### config.mk
export PLATFORM = sky130hd
export DESIGN_NAME = rule_unpacker_512_32_flat
export DESIGN_NICKNAME = d
export VERILOG_FILES = /design/src/rtl/rule_unpacker_512_32_pkg.sv /design/src/rtl/rule_unpacker_512_32_if.sv /design/src/rtl/rule_unpacker_512_32_lane_pick16.sv /design/src/rtl/rule_unpacker_512_32.sv /design/src/flat_wrapper.sv
export SDC_FILE = /design/constraint.sdc
export NUM_CORES = 1
export LEC_CHECK = 0
export CAP_MARGIN = 20
export CORE_MARGIN = 5
export CORE_UTILIZATION = 30
export CTS_CLUSTER_DIAMETER = 80
export CTS_CLUSTER_SIZE = 40
export DETAILED_ROUTE_END_ITERATION = 16
export GPL_ROUTABILITY_DRIVEN = 1
export PLACE_DENSITY = 0.6
export SLEW_MARGIN = 5
export SYNTH_ARGS = -nofsm -noshare
export SYNTH_HDL_FRONTEND = slang
export SYNTH_SLANG_ARGS = --single-unit
### constraint.sdc
create_clock -name clk -period 7.71 [get_ports clk]
set_input_delay 0.771 -clock clk [delete_from_list [all_inputs] [get_ports clk]]
set_output_delay 0.771 -clock clk [all_outputs]
set_load 0.1 [all_outputs]
### src/rtl/rule_unpacker_512_32_pkg.sv
// Shared types and widths for the 512->32 rule unpacker.
// Optional build macro: RULE_UNPACKER_ZERO_SKIP_EN (drop all-zero lanes at load).
package rule_unpacker_512_32_pkg;

    localparam int unsigned IN_W    = 512;
    localparam int unsigned OUT_W   = 32;
    localparam int unsigned RULE_W  = 16;
    localparam int unsigned LANE_W  = 32;
    localparam int unsigned N_LANES = 16;
    localparam int unsigned IDX_W   = 4;
    localparam int unsigned EMPTY_W = 6;
    localparam int unsigned CNT_W   = 32;
    localparam int unsigned MASK_W  = N_LANES + 1;

    typedef enum logic {
        IDLE  = 1'b0,
        DRAIN = 1'b1
    } state_t;

    typedef struct packed {
        logic [RULE_W-1:0] rule_b;
        logic [RULE_W-1:0] rule_a;
    } lane_s;

    // Lanes carried by a beat: all 16, or 16 minus the empty-lane count on eop.
    // The empty-lane count is at most 15, so at least one lane always survives.
    function automatic logic [N_LANES-1:0] valid_mask(input logic       eop,
                                                      input logic [3:0] empty_lanes);
        logic [4:0] n;
        n = eop ? (5'(N_LANES) - 5'(empty_lanes)) : 5'(N_LANES);
        return N_LANES'((MASK_W'(1) << n) - MASK_W'(1));
    endfunction

endpackage

### src/rtl/rule_unpacker_512_32_if.sv
// Packed-in / lane-out rule stream bundle for the unpacker.
interface rule_unpacker_512_32_if;
    import rule_unpacker_512_32_pkg::*;

    logic [IN_W-1:0]    in_rule_data;
    logic               in_rule_valid;
    logic               in_rule_sop;
    logic               in_rule_eop;
    logic [EMPTY_W-1:0] in_rule_empty;
    logic               in_rule_ready;

    logic [OUT_W-1:0]   out_rule_data;
    logic               out_rule_valid;
    logic               out_rule_sop;
    logic               out_rule_eop;
    logic               out_rule_ready;

    // Unpacker side
    modport slave (
        input  in_rule_data, in_rule_valid, in_rule_sop, in_rule_eop, in_rule_empty,
        output in_rule_ready,
        output out_rule_data, out_rule_valid, out_rule_sop, out_rule_eop,
        input  out_rule_ready
    );

    // Upstream producer / downstream consumer side
    modport master (
        output in_rule_data, in_rule_valid, in_rule_sop, in_rule_eop, in_rule_empty,
        input  in_rule_ready,
        input  out_rule_data, out_rule_valid, out_rule_sop, out_rule_eop,
        output out_rule_ready
    );
endinterface

### src/rtl/rule_unpacker_512_32_lane_pick16.sv
// Priority encoder over the pending-lane mask: lowest set lane plus shape flags.
module rule_unpacker_512_32_lane_pick16
    import rule_unpacker_512_32_pkg::*;
(
    input  logic [N_LANES-1:0] i_pend,
    output logic [IDX_W-1:0]   o_idx_c,
    output logic               o_onehot_c,
    output logic               o_nonzero_c
);

    // Scan from the top so the lowest set bit wins.
    always_comb begin
        o_idx_c = '0;
        for (int i = N_LANES - 1; i >= 0; i--) begin
            if (i_pend[i]) begin
                o_idx_c = IDX_W'(i);
            end
        end
        o_nonzero_c = (i_pend != '0);
        o_onehot_c  = o_nonzero_c && ((i_pend & (i_pend - N_LANES'(1))) == '0);
    end

endmodule

### src/rtl/rule_unpacker_512_32.sv
// Unpacks 16-lane 512-bit rule beats into one 32-bit lane per cycle, keeping sop/eop.
// Optional build macro: RULE_UNPACKER_ZERO_SKIP_EN.
module rule_unpacker_512_32
    import rule_unpacker_512_32_pkg::*;
(
    input  logic                    clk,
    input  logic                    rst,
    rule_unpacker_512_32_if.slave   bus,
    output logic [CNT_W-1:0]        pkt_cnt
);

    state_t              r_state;
    state_t              w_state_nxt;
    logic [IN_W-1:0]     r_buf;
    logic [IN_W-1:0]     w_buf_nxt;
    logic [N_LANES-1:0]  r_pend;
    logic [N_LANES-1:0]  w_pend_nxt;
    logic                r_eop;
    logic                w_eop_nxt;
    logic                r_sop_pend;
    logic                w_sop_pend_nxt;
    logic [CNT_W-1:0]    r_pkt_cnt;
    logic [CNT_W-1:0]    w_pkt_cnt_nxt;

    logic [IDX_W-1:0]    w_idx;
    logic                w_onehot;
    logic                w_nonzero;
    logic [N_LANES-1:0]  w_load_mask;
    logic                w_out_valid;
    logic                w_in_fire;
    logic                w_out_fire;
    lane_s               w_lane;
    logic [1:0]          w_empty_unused;

    rule_unpacker_512_32_lane_pick16 u_pick (
        .i_pend      (r_pend),
        .o_idx_c     (w_idx),
        .o_onehot_c  (w_onehot),
        .o_nonzero_c (w_nonzero)
    );

    // Byte-granular empty below one lane has no meaning here.
    assign w_empty_unused = bus.in_rule_empty[1:0];

    // Output lane mux from the buffered beat; everything else is a register.
    assign w_out_valid        = (r_state == DRAIN);
    assign w_lane             = r_buf[{w_idx, 5'b0} +: LANE_W];
    assign bus.out_rule_valid = w_out_valid;
    assign bus.out_rule_data  = w_out_valid ? w_lane : '0;
    assign bus.out_rule_sop   = w_out_valid & r_sop_pend;
    assign bus.out_rule_eop   = w_out_valid & r_eop & w_onehot;
    assign pkt_cnt            = r_pkt_cnt;

    // Accept a new beat when empty, or when the last pending lane leaves this cycle.
    assign bus.in_rule_ready = !rst && (!w_nonzero || (w_onehot && bus.out_rule_ready));
    assign w_in_fire         = bus.in_rule_valid & bus.in_rule_ready;
    assign w_out_fire        = w_out_valid & bus.out_rule_ready;

    // Pending-lane mask for the incoming beat.
`ifdef RULE_UNPACKER_ZERO_SKIP_EN
    logic [N_LANES-1:0] w_top_lane;
    always_comb begin
        w_load_mask = valid_mask(bus.in_rule_eop, bus.in_rule_empty[5:2]);
        w_top_lane  = w_load_mask & ~(w_load_mask >> 1);
        for (int k = 0; k < N_LANES; k++) begin
            if (bus.in_rule_data[k*LANE_W +: LANE_W] == '0) begin
                w_load_mask[k] = 1'b0;
            end
        end
        // Keep the final lane of an eop beat even if zero so eop is delivered.
        if (bus.in_rule_eop) begin
            w_load_mask = w_load_mask | w_top_lane;
        end
    end
`else
    always_comb begin
        w_load_mask = valid_mask(bus.in_rule_eop, bus.in_rule_empty[5:2]);
    end
`endif

    // Next-state: drain the current lane, then load a new beat on top of it.
    always_comb begin
        w_state_nxt    = r_state;
        w_buf_nxt      = r_buf;
        w_pend_nxt     = r_pend;
        w_eop_nxt      = r_eop;
        w_sop_pend_nxt = r_sop_pend;
        w_pkt_cnt_nxt  = r_pkt_cnt;

        if (w_out_fire) begin
            w_pend_nxt     = r_pend & ~(N_LANES'(1) << w_idx);
            w_sop_pend_nxt = 1'b0;
            if (bus.out_rule_eop) begin
                w_pkt_cnt_nxt = r_pkt_cnt + CNT_W'(1);
            end
        end

        if (w_in_fire) begin
            w_buf_nxt  = bus.in_rule_data;
            w_pend_nxt = w_load_mask;
            w_eop_nxt  = bus.in_rule_eop;
            if (bus.in_rule_sop) begin
                w_sop_pend_nxt = 1'b1;
            end
        end

        w_state_nxt = (w_pend_nxt != '0) ? DRAIN : IDLE;
    end

    // State and buffer registers, synchronous reset discards any partial packet.
    always_ff @(posedge clk) begin
        if (rst) begin
            r_state    <= IDLE;
            r_buf      <= '0;
            r_pend     <= '0;
            r_eop      <= 1'b0;
            r_sop_pend <= 1'b0;
            r_pkt_cnt  <= '0;
        end else begin
            r_state    <= w_state_nxt;
            r_buf      <= w_buf_nxt;
            r_pend     <= w_pend_nxt;
            r_eop      <= w_eop_nxt;
            r_sop_pend <= w_sop_pend_nxt;
            r_pkt_cnt  <= w_pkt_cnt_nxt;
        end
    end

endmodule

### src/flat_wrapper.sv
// flat-port wrapper written by rule: the top's interface ports become plain ports
module rule_unpacker_512_32_flat import rule_unpacker_512_32_pkg::*;
  (clk, rst, pkt_cnt, bus_in_rule_data, bus_in_rule_valid, bus_in_rule_sop, bus_in_rule_eop, bus_in_rule_empty, bus_in_rule_ready, bus_out_rule_data, bus_out_rule_valid, bus_out_rule_sop, bus_out_rule_eop, bus_out_rule_ready);
  rule_unpacker_512_32_if bus_i ();
  input  logic clk;
  input  logic rst;
  output logic [CNT_W-1:0] pkt_cnt;
  input wire logic [$bits(bus_i.in_rule_data)-1:0] bus_in_rule_data;
  input wire logic [$bits(bus_i.in_rule_valid)-1:0] bus_in_rule_valid;
  input wire logic [$bits(bus_i.in_rule_sop)-1:0] bus_in_rule_sop;
  input wire logic [$bits(bus_i.in_rule_eop)-1:0] bus_in_rule_eop;
  input wire logic [$bits(bus_i.in_rule_empty)-1:0] bus_in_rule_empty;
  output wire logic [$bits(bus_i.in_rule_ready)-1:0] bus_in_rule_ready;
  output wire logic [$bits(bus_i.out_rule_data)-1:0] bus_out_rule_data;
  output wire logic [$bits(bus_i.out_rule_valid)-1:0] bus_out_rule_valid;
  output wire logic [$bits(bus_i.out_rule_sop)-1:0] bus_out_rule_sop;
  output wire logic [$bits(bus_i.out_rule_eop)-1:0] bus_out_rule_eop;
  input wire logic [$bits(bus_i.out_rule_ready)-1:0] bus_out_rule_ready;
  assign bus_i.in_rule_data = bus_in_rule_data;
  assign bus_i.in_rule_valid = bus_in_rule_valid;
  assign bus_i.in_rule_sop = bus_in_rule_sop;
  assign bus_i.in_rule_eop = bus_in_rule_eop;
  assign bus_i.in_rule_empty = bus_in_rule_empty;
  assign bus_in_rule_ready = bus_i.in_rule_ready;
  assign bus_out_rule_data = bus_i.out_rule_data;
  assign bus_out_rule_valid = bus_i.out_rule_valid;
  assign bus_out_rule_sop = bus_i.out_rule_sop;
  assign bus_out_rule_eop = bus_i.out_rule_eop;
  assign bus_i.out_rule_ready = bus_out_rule_ready;
  rule_unpacker_512_32 u_core (.clk(clk), .rst(rst), .bus(bus_i), .pkt_cnt(pkt_cnt));
endmodule
* Word level (Yosys, flattened, before mapping)
Index checks and enable logic that the tools add are counted.
** Cells by class
- $add $sub $neg :: 4
- $mul :: 0
- Div/mod/pow operators :: 0
- Order comparisons :: 0
- Equal/unequal tests :: 0
- Shifts and indexed selects :: 3
- Muxes and demuxes :: 24
- Bitwise operators :: 8
- Reductions and logical operators :: 10
** Operator list (number)
- $shiftx 512x10->32 :: 1
- $mux 4 :: 16
- $add 32x1->32 const B :: 1
- $and 16x16->16 :: 2
- $mux 16 :: 2
- $mux 32 :: 1
- $reduce_bool 16->1 :: 2
- $logic_not 16->1 :: 1
- $not 16->16 :: 1
- $shl 1x4->16 const A :: 1
- $shl 1x5->16 const A :: 1
- $sub 16x1->16 const B :: 1
- $sub 16x2->16 const B :: 1
- $and 1x1->1 :: 5
- $mux 5 :: 1
- $sub 5x4->5 const A :: 1
- $mux 1 :: 4
- $logic_and 1x1->1 :: 3
- $logic_not 1->1 :: 2
- $reduce_and 2->1 :: 1
- $logic_or 1x1->1 :: 1
** Word-level totals
- Register bits :: 563
- Latch bits :: 0
- Memory bits (writable) :: 0
- ROM bits :: 0
- Input port bits :: 524
- Memories :: 0

* Depth between registers and ports, before layout
Gate-level depths: netlist of run 1.
- Depth in word-level cells :: 23
- Depth in mapped cells :: 15
- Gate-level depth less buffers :: 14

* Hierarchy
From an unflattened synthesis of run 1, not the netlist that was laid out.
** Unflattened totals
- Cells, all modules :: 2852
- Area, all modules :: 25763.5 µm²
** By module, submodules not included
- rule_unpacker_512_32 :: times used 1, cells an instance 2801, area each 25435.6 µm², sequential area each 11270.8 µm²
- rule_unpacker_512_32_lane_pick16 :: times used 1, cells an instance 51, area each 327.8 µm², sequential area each 0.0 µm²

* Worst setup path after synthesis of run 1
OpenSTA, ideal clock, no wires.
- Kind :: register -> output
- From :: register u_core.r_pend[6]
- To :: output bus_out_rule_data[23]
- Arrival time :: 3784 ps
- Data required time :: 6939 ps
- Setup slack :: 3155 ps
- Cell stages (with the launch flop) :: 11
- Buffers on the path :: 3
- Cell sequence :: dfxtp_1 clkbuf_1 nor4_1 nand2_1 a21oi_1 buf_2 clkbuf_1 nand2_1 a31oi_1 o221ai_1 a21oi_1
** On the way
- Longest elaborated chain between the ends :: 9
** Ends and longest elaborated chain
- start, declared :: RTL line rule_unpacker_512_32.sv:16 : logic [N_LANES-1:0] r_pend;
- start signal, assigned :: RTL line rule_unpacker_512_32.sv:122 : r_pend <= w_pend_nxt;
- $mux 4 (7 in series) :: RTL line rule_unpacker_512_32_lane_pick16.sv:15 : if (i_pend[i]) begin
- $shiftx 512x10->32 :: RTL line rule_unpacker_512_32.sv:47 : assign w_lane = r_buf[{w_idx, 5'b0} +: LANE_W];
- $mux 32 :: RTL line rule_unpacker_512_32.sv:49 : assign bus.out_rule_data = w_out_valid ? w_lane : '0;
- end, declared :: RTL line flat_wrapper.sv:14 : output wire logic [$bits(bus_i.out_rule_data)-1:0] bus_out_rule_data;
Every way passes these cells.

* Final worst setup path of run 1
- From :: register u_core.r_pend[14]
- To :: output bus_out_rule_data[11]
** On the way
- Longest elaborated chain between the ends :: 17
** Ends and longest elaborated chain (RTL line)
- $mux 4 (15 in series) :: rule_unpacker_512_32_lane_pick16.sv:15
- $shiftx 512x10->32 :: rule_unpacker_512_32.sv:47
- $mux 32 :: rule_unpacker_512_32.sv:49
Every way passes these cells.

==> results.ini, run 1 <==
[run_status]
outcome = finished, final reports clean

[clock_network]
cts_root_buf = clkbuf_16
numClockSinks = 563
cts_resized = 0
max-clock-path-buffers = 3
hold_buffers = 0
cts_setup_buffers = 0
clk_latency_ps = 600
path_clk_slew_ps = 80
cts_buffers = 35
cts_tree = built
h-tree-depth = 2

[timing]
setup-violations-final = 0
finalClockSkew_ps = 46.8
report.final.slew_viol_count = 0
finalSetupTns_ps = 0
max_freq_ghz = 0.161
slew_headroom_pct = 21.8
grt_setup_unrepaired = no
finalHoldViolations = 0
period_share_pct = 80.8
timing.final.crit_period_ps = 6230
worst_pin_slew_ps = 1170

[run]
cap_violations = 0

[finish]
nNetsFinal = 4122
layout-area-overhead-vs-synth_pct = 30.7
drive_gt1_share_pct = 4.97
final.fill_count = 8633

[synthesis]
synth_top_area_share_pct = 44.9
syn_inst = 3202
netlist_area_um2 = 25100
synth-main-ff-cell = dfxtp_1
synth_area_leader_cell = dfxtp_1
yosysWarnings = 0
ys_types = 66
postSynth.asyncResetShare_pct = 0
synth.top_cells.by_area = dfxtp_1 45%, nand2_1 18%, o21ai_0 10%
synth_nets = 3729
synth-edff-count = 0
seq_area_frac_synth_pct = 44.9
synth_area_per_cell_um2 = 7.84
ys_seq_elements = 563

[floorplan]
row_count = 106
fp.dieH_um = 299
core_um2 = 83300
die_area_um2 = 89600
fp.dieW_um = 299
initial_core_util_pct = 30.1
io_pins = 592

[placed_design]
dp_hpwl_um = 73100
port_buffers = 589
gp_congestion = 0.851

[routing]
drc = 0
postRouteAntennaNets = 0
drt_wl_total_um = 98800
drt-vias-per-instance = 4.89
first_pass_iters = 5
num_vias = 23100
drt_iter0_drc = 1633
routedWlPerCell_um = 20.9

[worst_setup_path]
path_cells = nor4_1 > nand2_1 > nand2_2 > nand2_1 > and3_1 > a31oi_1 > o221ai_1 > a21oi_1 > clkdlybuf4s50_1
critPathMaxFanout = 45
crit_path_max_incr_delay_ps = 1200
crit_slowest_cell = clkdlybuf4s50_1
cp.arrival_ps = 5460
rrSetupSlack_ps = 3470
worst-setup-path-type = flip-flop to primary output
cp_num_buf_inv = 1
worst_setup_path_start_kind = flip-flop
required_ps = 6940
crit_top_cell = nand2_1
end_kind = primary output
critPathTopFamily = simple AND/OR/NAND/NOR gates

[grt]
grt_pass1_wl_um = 141000
grt_overflow_total = 0
grt_max_degree = 290
grt_antenna_before_repair = 30
grt_usage_pct = 20.8
grt_pass1_vias = 21700

[hold_path]
hold_class = flip-flop to flip-flop

==> placed cells by master, fill, tap and decap left out, drive strengths merged, types with 19 or more instances in the layout <==
cell,Yosys,routed
mux2i,98,98
a21oi,97,97
dfxtp,563,563
o221ai,33,33
a31oi,36,36
mux4,64,64
xor2,28,28
o21ai,525,525
nand2,1234,1234
buf,93,31
and3,38,38
nor2,60,60
clkbuf,169,36
inv,13,27
nand3,19,19
clkdlybuf4s50,0,587
==> area by class of cell <==
type                    count  area [um^2]  area share (%)
inverters                  14         60.1           0.183
clock inverters            27          460            1.40
clock buffers              36          901            2.75
repair buffers            618         6180            18.8
diodes                     17         42.5           0.130
multi-input cells        2363        12500            38.2
flip-flops and latches    563        11300            34.4
well taps                1080         1350            4.12
==> worst register-to-register path, stage by stage, from the launching register on <==
cell and delay, ps:
dfxtp_1 410, nor4_1 410, nand2_1 260, o32a_1 460, a221o_1 350, nor2_1 190, a32o_4 730, buf_4 940
o21ai_0 350
==> per-stage QoR <==
step	setup WS, ps	instance area [um^2]	hold slack [ps]	std cells	util [%]
after floorplan	3150	25100	433	3202	-
after global placement	2070	31400	440	4638	37.7
after detailed placement	2060	31400	446	4638	37.7
after CTS	1410	32800	463	4701	39.3
after global routing	1150	32800	473	4710	39.4
final	1480	32800	459	4718	39.4
==> kinds of logic after synthesis <==
group,share of synthesized area [%]
buf+inv,5.39
fa+ha+maj,0.189
flops,44.9
compound gates,15.9
xor+xnor,1.22
simple gates,22.7
mux,9.69
==> flip-flops by register name, indices dropped and copies added, names as in the netlist <==
| name | count |
|---|---|
| u_core.r_eop | 1 |
| u_core.r_buf | 512 |
| u_core.pkt_cnt | 32 |
| u_core.r_pend | 16 |
| u_core.bus.out_rule_valid | 1 |
| u_core.r_sop_pend | 1 |
==> path summary, 6_finish.rpt <==
check                                      start                             end  cells past startpoint
setup reg to reg     u_core.r_pend[7]$_SDFF_PP0_  u_core.r_buf[424]$_SDFFE_PP0N_                      8
hold reg to reg   u_core.r_buf[209]$_SDFFE_PP0N_  u_core.r_buf[209]$_SDFFE_PP0N_                      2
setup / recovery    u_core.r_pend[14]$_SDFF_PP0_           bus_out_rule_data[11]                      9
hold / removal    u_core.r_buf[209]$_SDFFE_PP0N_  u_core.r_buf[209]$_SDFFE_PP0N_                      2
==> per-layer routing <==
metal	global-route usage [%]	wire length [um]	vias up
met5	0	160	-
met4	6.26	2880	24
met3	6.07	7670	118
met2	35.5	47700	621
met1	25.5	40300	10800
li1	-	-	11600
==> cell usage after synthesis (3+ instances only) <==
cell type	count
a211oi_1	3
a21oi_1	96
a31oi_1	36
and2_1	5
and3_1	38
and4_1	4
buf_1	3
buf_2	26
buf_4	58
buf_6	3
buf_8	3
clkbuf_1	161
clkbuf_2	8
dfxtp_1	563
ha_1	3
inv_1	13
mux2i_1	98
mux4_2	64
nand2_1	1234
nand2b_1	6
nand3_1	19
nand4_1	14
nor2_1	59
nor2b_1	5
nor3_1	12
nor4_1	7
o211ai_1	8
o21a_1	5
o21ai_0	523
o221ai_1	33
o31ai_1	3
or2_2	6
or3_1	8
xnor2_1	7
xor2_1	28
Power of run 1 is not shown: default switching activity piles up to over one toggle a cycle in this logic, so the estimate is an artifact.
==> run 2: changes to the inputs <==
Settings changed: PLACE_DENSITY 0.6 to 0.62.
Clock period 7.71 ns to 5.45 ns, I/O delays scaled along.
==> run 2 against run 1 <==
Compared with the run above:
- wire length up 1.7%
- final cell count rose by 0.81%
- register-to-register slack got worse by 2200 ps
==> results.ini, run 2 (synthesis results as in run 1) <==
[routing]
postRouteAntennaNets = 0  ; unchanged
routedWlPerCell_um = 21.1  ; +0.93%
num_vias = 23200  ; +0.36%
first_pass_iters = 5  ; unchanged
drt-vias-per-instance = 4.87  ; -0.45%
drt_iter0_drc = 1608  ; -1.5%
drc = 0  ; unchanged
drt_wl_total_um = 100000  ; +1.7%

[finish]
drive_gt1_share_pct = 6.57  ; +1.6 points
final_common_cell = nand2_1
layout-area-overhead-vs-synth_pct = 32.1
top_register = u_core.r_buf
mostFrequentLayoutCells = 1,233 x nand2_1, 563 x dfxtp_1, 557 x clkdlybuf4s50_1, 523 x o21ai_0, 98 x mux2i_1
nNetsFinal = 4148  ; +0.63%
largest_register_ffs = 512  ; unchanged

[clock_network]
cts_resized = 0  ; unchanged
clk_latency_ps = 610  ; about the same
h-tree-depth = 2  ; unchanged
numClockSinks = 563  ; unchanged
path_clk_slew_ps = 80  ; about the same
cts_tree = built
cts_setup_buffers = 0  ; unchanged
max-clock-path-buffers = 3  ; unchanged
hold_buffers = 0  ; unchanged
cts_root_buf = clkbuf_16
cts_buffers = 38  ; +8.6%

[grt]
grt_overflow_total = 0  ; unchanged
grt_pass1_vias = 22100  ; +1.9%
grt_max_degree = 169  ; -42%
grt_antenna_before_repair = 40  ; +33%
grt_usage_pct = 21.3  ; +0.44 points
grt_pass1_wl_um = 144000  ; +1.9%

[worst_setup_path]
rrSetupSlack_ps = 1280  ; -2190 ps
reg2reg_to = u_core.r_buf[134]$_SDFFE_PP0N_
critPathMaxFanout = 67  ; +49%
worst-setup-path-type = flip-flop to primary output
end_kind = primary output
r2r_cells = 9  ; +1
worst_setup_path_start_kind = flip-flop
rr_startpoint = u_core.r_pend[11]$_SDFF_PP0_
cp.arrival_ps = 4570  ; -890 ps
required_ps = 4910  ; -2030 ps

[timing]
period_share_pct = 93.8
slew_headroom_pct = 30.8  ; +9.0 points
finalClockSkew_ps = 33.7  ; -13.0 ps
max_freq_ghz = 0.196
timing.final.crit_period_ps = 5110
grt_setup_unrepaired = no
finalWorstSetupSlack_ps = 336  ; -1140 ps
setup-violations-final = 0  ; unchanged
finalHoldViolations = 0  ; unchanged
whs_ps = 456  ; -2.49 ps
report.final.slew_viol_count = 0  ; unchanged
finalSetupTns_ps = 0  ; unchanged
worst_pin_slew_ps = 1040  ; -135 ps

[hold_path]
holdPathStages = 2  ; unchanged
min_to = u_core.r_buf[403]$_SDFFE_PP0N_
hold_class = flip-flop to flip-flop
min_from = u_core.r_buf[403]$_SDFFE_PP0N_

[placed_design]
place_ws_ps = 808  ; -1250 ps
port_buffers = 589  ; unchanged
gp_congestion = 0.885  ; +4.1%
dp_hpwl_um = 75300  ; +3.0%

[floorplan]
core_um2 = 83300  ; unchanged
io_pins = 592  ; unchanged
die_area_um2 = 89600  ; unchanged
row_count = 106  ; unchanged
fp.dieH_um = 299  ; unchanged
fp.dieW_um = 299  ; unchanged
initial_core_util_pct = 30.1  ; unchanged

[run]
cap_violations = 0  ; unchanged

[run_status]
outcome = finished, final reports clean

-- run 2: changes by cell type in the layout (fill, tap and decap cells not counted), moves of 3 or more --
cell	previous run	this run
buf_12	6	15
buf_4	24	68
clkbuf_16	36	41
clkdlybuf4s50_1	587	557
clkinv_16	2	5
clkinv_8	6	2
diode_2	17	25
inv_6	4	7
-- run 2: cell type report --
| class | instances | area (um^2) |
|---|---|---|
| clock inverters | 26 | 419 |
| repair buffers | 640 | 6390 |
| diodes | 25 | 62.6 |
| fillers | 8533 | 50100 |
| inverters | 14 | 60.1 |
| well taps | 1080 | 1350 |
| clock buffers | 44 | 1050 |
| flip-flops and latches | 563 | 11300 |
| multi-input cells | 2364 | 12600 |
-- run 2: worst max-delay path, cell delays in order, from the launching register on --
cell and delay [ps]:
dfxtp_1 540, or3b_1 380, a31oi_1 620, o31ai_4 160, buf_12 220, mux2i_1 220, mux2i_1 490, o221ai_1 450
a21oi_1 480, buf_12 240
-- run 2: stage by stage --
stage	util (%)	cells	area (um^2)
2_1_floorplan	-	3202	25100
3_3_place_gp	38.0	4660	31600
3_5_place_dp	38.0	4660	31600
4_1_cts	39.7	4730	33100
5_1_grt	39.8	4744	33100
6_report	39.8	4756	33200
-- run 2: worst max-delay path by stage --
| stage | start | to | cells after the start | slack (ps) |
|---|---|---|---|---|
| CTS | u_core.r_pend[2]$_SDFF_PP0_ | bus_out_rule_data[16] | 9 | 150 |
| global route | u_core.r_pend[7]$_SDFF_PP0_ | bus_out_rule_data[16] | 9 | 160 |
| finish | u_core.r_pend[7]$_SDFF_PP0_ | bus_out_rule_data[19] | 9 | 340 |
| global placement | u_core.r_pend[2]$_SDFF_PP0_ | bus_out_rule_data[16] | 9 | 810 |
| detailed placement | u_core.r_pend[6]$_SDFF_PP0_ | bus_out_rule_data[16] | 9 | 810 |
| floorplan | u_core.r_pend[6]$_SDFF_PP0_ | bus_out_rule_data[23] | 10 | 1120 |
-- run 2: routing by layer --
layer	share of wire (%)	GRT usage (%)	wire length, um
met1	41	25.9	40800
met2	47	35.6	47600
met3	8.4	6.71	8400
met4	3.5	7.28	3500
met5	0.12	0	125
Power of run 2 is left out for the same reason.
==> run 3: changes to the inputs <==
Settings changed: ABC_AREA from default to 1, PLACE_DENSITY 0.62 to 0.61.
==> run 3 against run 2 <==
Compared with the run above:
- non-clock buffer count shrank 3
- critical path depth is 9 higher
- critical endpoint is now bus_out_rule_data[12]
- hold slack got worse by 86 ps
- synthesized cell count rose by 22%
- flip-flop and latch count stayed put
- clock skew up 6.6 ps
- via count grew 17%
- sequential share of layout area down 1.3 points
- core utilization up 0.096 points
- first-iteration DRC count grew 69%
==> results.ini, run 3 <==
[synthesis]
synth_most_common_cell = nand2_1
ys_seq_elements = 563  ; unchanged
synth-main-ff-cell = dfxtp_1
postSynth.asyncResetShare_pct = 0  ; unchanged
ys_types = 39  ; -41%
synth_nets = 4418  ; +18%
synth_top_area_share_pct = 43.2  ; -1.7 points
synth.cells.most_frequent = 947 x nand2_1, 584 x nand3_1, 563 x dfxtp_1
synth.top_cells.by_area = dfxtp_1 43%, nand2_1 14%, nand3_1 11%
syn_inst = 3891  ; +22%
synth_area_per_cell_um2 = 6.70  ; -15%
yosysWarnings = 0  ; unchanged
synth_area_leader_cell = dfxtp_1
synth-edff-count = 0  ; unchanged
netlist_area_um2 = 26100  ; +3.9%
seq_area_frac_synth_pct = 43.2  ; -1.7 points

[clock_network]
clk_latency_ps = 620  ; about the same
numClockSinks = 563  ; unchanged
cts_root_buf = clkbuf_16
cts_resized = 0  ; unchanged
hold_buffers = 0  ; unchanged
cts_tree = built
cts_setup_buffers = 0  ; unchanged
path_clk_slew_ps = 100  ; +20 ps
cts_buffers = 37  ; -2.6%
max-clock-path-buffers = 3  ; unchanged
h-tree-depth = 2  ; unchanged

[timing]
period_share_pct = 89.7  ; -4.1 points
report.final.slew_viol_count = 0  ; unchanged
grt_setup_unrepaired = no
max_freq_ghz = 0.205  ; +4.6%
setup-violations-final = 0  ; unchanged
worst_pin_slew_ps = 1100  ; +67.9 ps
slew_headroom_pct = 26.2  ; -4.5 points
timing.final.crit_period_ps = 4890  ; -225 ps
whs_ps = 371  ; -85.6 ps
finalClockSkew_ps = 40.3  ; +6.56 ps
finalSetupTns_ps = 0  ; unchanged
finalHoldViolations = 0  ; unchanged

[grt]
grt_pass1_wl_um = 175000  ; +22%
grt_usage_pct = 25.1  ; +3.8 points
grt_antenna_before_repair = 45  ; +13%
grt_pass1_vias = 25900  ; +18%
grt_overflow_total = 0  ; unchanged
grt_max_degree = 200  ; +18%

[routing]
postRouteAntennaNets = 0  ; unchanged
first_pass_iters = 6  ; +1
routedWlPerCell_um = 22.4  ; +6.2%
drt_wl_total_um = 123000  ; +23%
drc = 0  ; unchanged
drt_iter0_drc = 2723  ; +69%
num_vias = 27200  ; +17%
drt-vias-per-instance = 4.95  ; +1.6%

[floorplan]
initial_core_util_pct = 30.2  ; about the same
die_area_um2 = 92900  ; +3.8%
fp.dieH_um = 305  ; +1.9%
io_pins = 592  ; unchanged
fp.dieW_um = 305  ; +1.9%
row_count = 108  ; +1.9%
core_um2 = 86500  ; +3.8%

[placed_design]
gp_congestion = 0.895  ; +1.1%
dp_hpwl_um = 93100  ; +24%
port_buffers = 589  ; unchanged

[worst_setup_path]
critPathMaxFanout = 38  ; -43%
end_kind = primary output
cp.arrival_ps = 4340  ; -230 ps
worst_setup_path_start_kind = flip-flop
worst-setup-path-type = flip-flop to primary output
required_ps = 4910  ; about the same

[run]
cap_violations = 0  ; unchanged

[finish]
nNetsFinal = 4814  ; +16%
multiInputGateArea_um2 = 12600  ; +0.17%
top_register = u_core.r_buf
mostFrequentLayoutCells = 944 x nand2_1, 582 x nand3_1, 562 x dfxtp_1, 556 x clkdlybuf4s50_1, 454 x nor2_1
regArea_um2 = 11300  ; about the same
final_common_cell = nand2_1
layout-area-overhead-vs-synth_pct = 32.3
largest_register_ffs = 512  ; unchanged
drive_gt1_share_pct = 4.31  ; -2.3 points
final.fill_count = 9166  ; +7.4%

[run_status]
outcome = finished, final reports clean

[hold_path]
hold_class = input port to flip-flop

run 3: cells by family after synthesis:
kind of cell	Yosys count	share of synthesized area (%)
DFF	563	43.2
AOI/OAI and AO/OA	645	12.8
buffers and inverters	562	8.73
and+or+nand+nor	2101	34.5
adders and majority gates	3	0.144
xor gates and xnor gates	17	0.571
run 3: per-layer routing:
layer | global-route usage [%] | vias up | part of all wire (%)
li1 | - | 13500 | -
met1 | 30.4 | 12600 | 40
met2 | 43.0 | 928 | 49
met3 | 5.94 | 152 | 7.3
met4 | 9.85 | 22 | 3.8
met5 | 0 | - | 0.11
run 3: final timing paths:
path,start,endpoint,slack (ps),depth (start not counted)
hold reg to reg,u_core.r_buf[164]$_SDFFE_PP0N_,u_core.r_buf[164]$_SDFFE_PP0N_,460,2
hold / removal,rst,u_core.pkt_cnt[16]$_SDFFE_PP0P_,370,2
setup reg to reg,u_core.r_pend[5]$_SDFF_PP0_,u_core.r_buf[241]$_SDFFE_PP0N_,1400,14
setup / recovery,u_core.r_pend[15]$_SDFF_PP0_,bus_out_rule_data[12],560,18
run 3: metrics by stage:
step                area [um^2]  setup slack, ps  utilization (%)  cells
floorplan                 26100             1790                -   3891
global placement          33100             1170             38.3   5403
detailed placement        33100             1160             38.3   5403
CTS                       34400              488             39.8   5471
global route              34500              302             39.9   5489
finish                    34500              561             39.9   5499
run 3: worst max-delay path: stages (launching register included):
cell	delay, ps
dfxtp_1	320
inv_1	60
o21ai_0	170
a21oi_1	110
o21ai_0	150
nand2_1	90
nand2_1	60
nand2_1	40
nand2_1	130
nand2_1	160
nand2_4	500
buf_4	320
nor2_1	60
nor2_1	330
o21ai_0	160
nor2_1	470
nor2_1	130
nor2_1	220
buf_12	210
run 3: layout make-up:
cell class | instances | area share [%]
repair buffers | 637 | 19.5
well taps | 1155 | 4.19
flip-flops and latches | 563 | 32.7
diodes | 28 | 0.203
clock buffers | 41 | 2.81
multi-input cells | 2766 | 36.5
clock inverters | 27 | 1.01
inverters | 282 | 3.12
Power of run 3 is left out for the same reason.
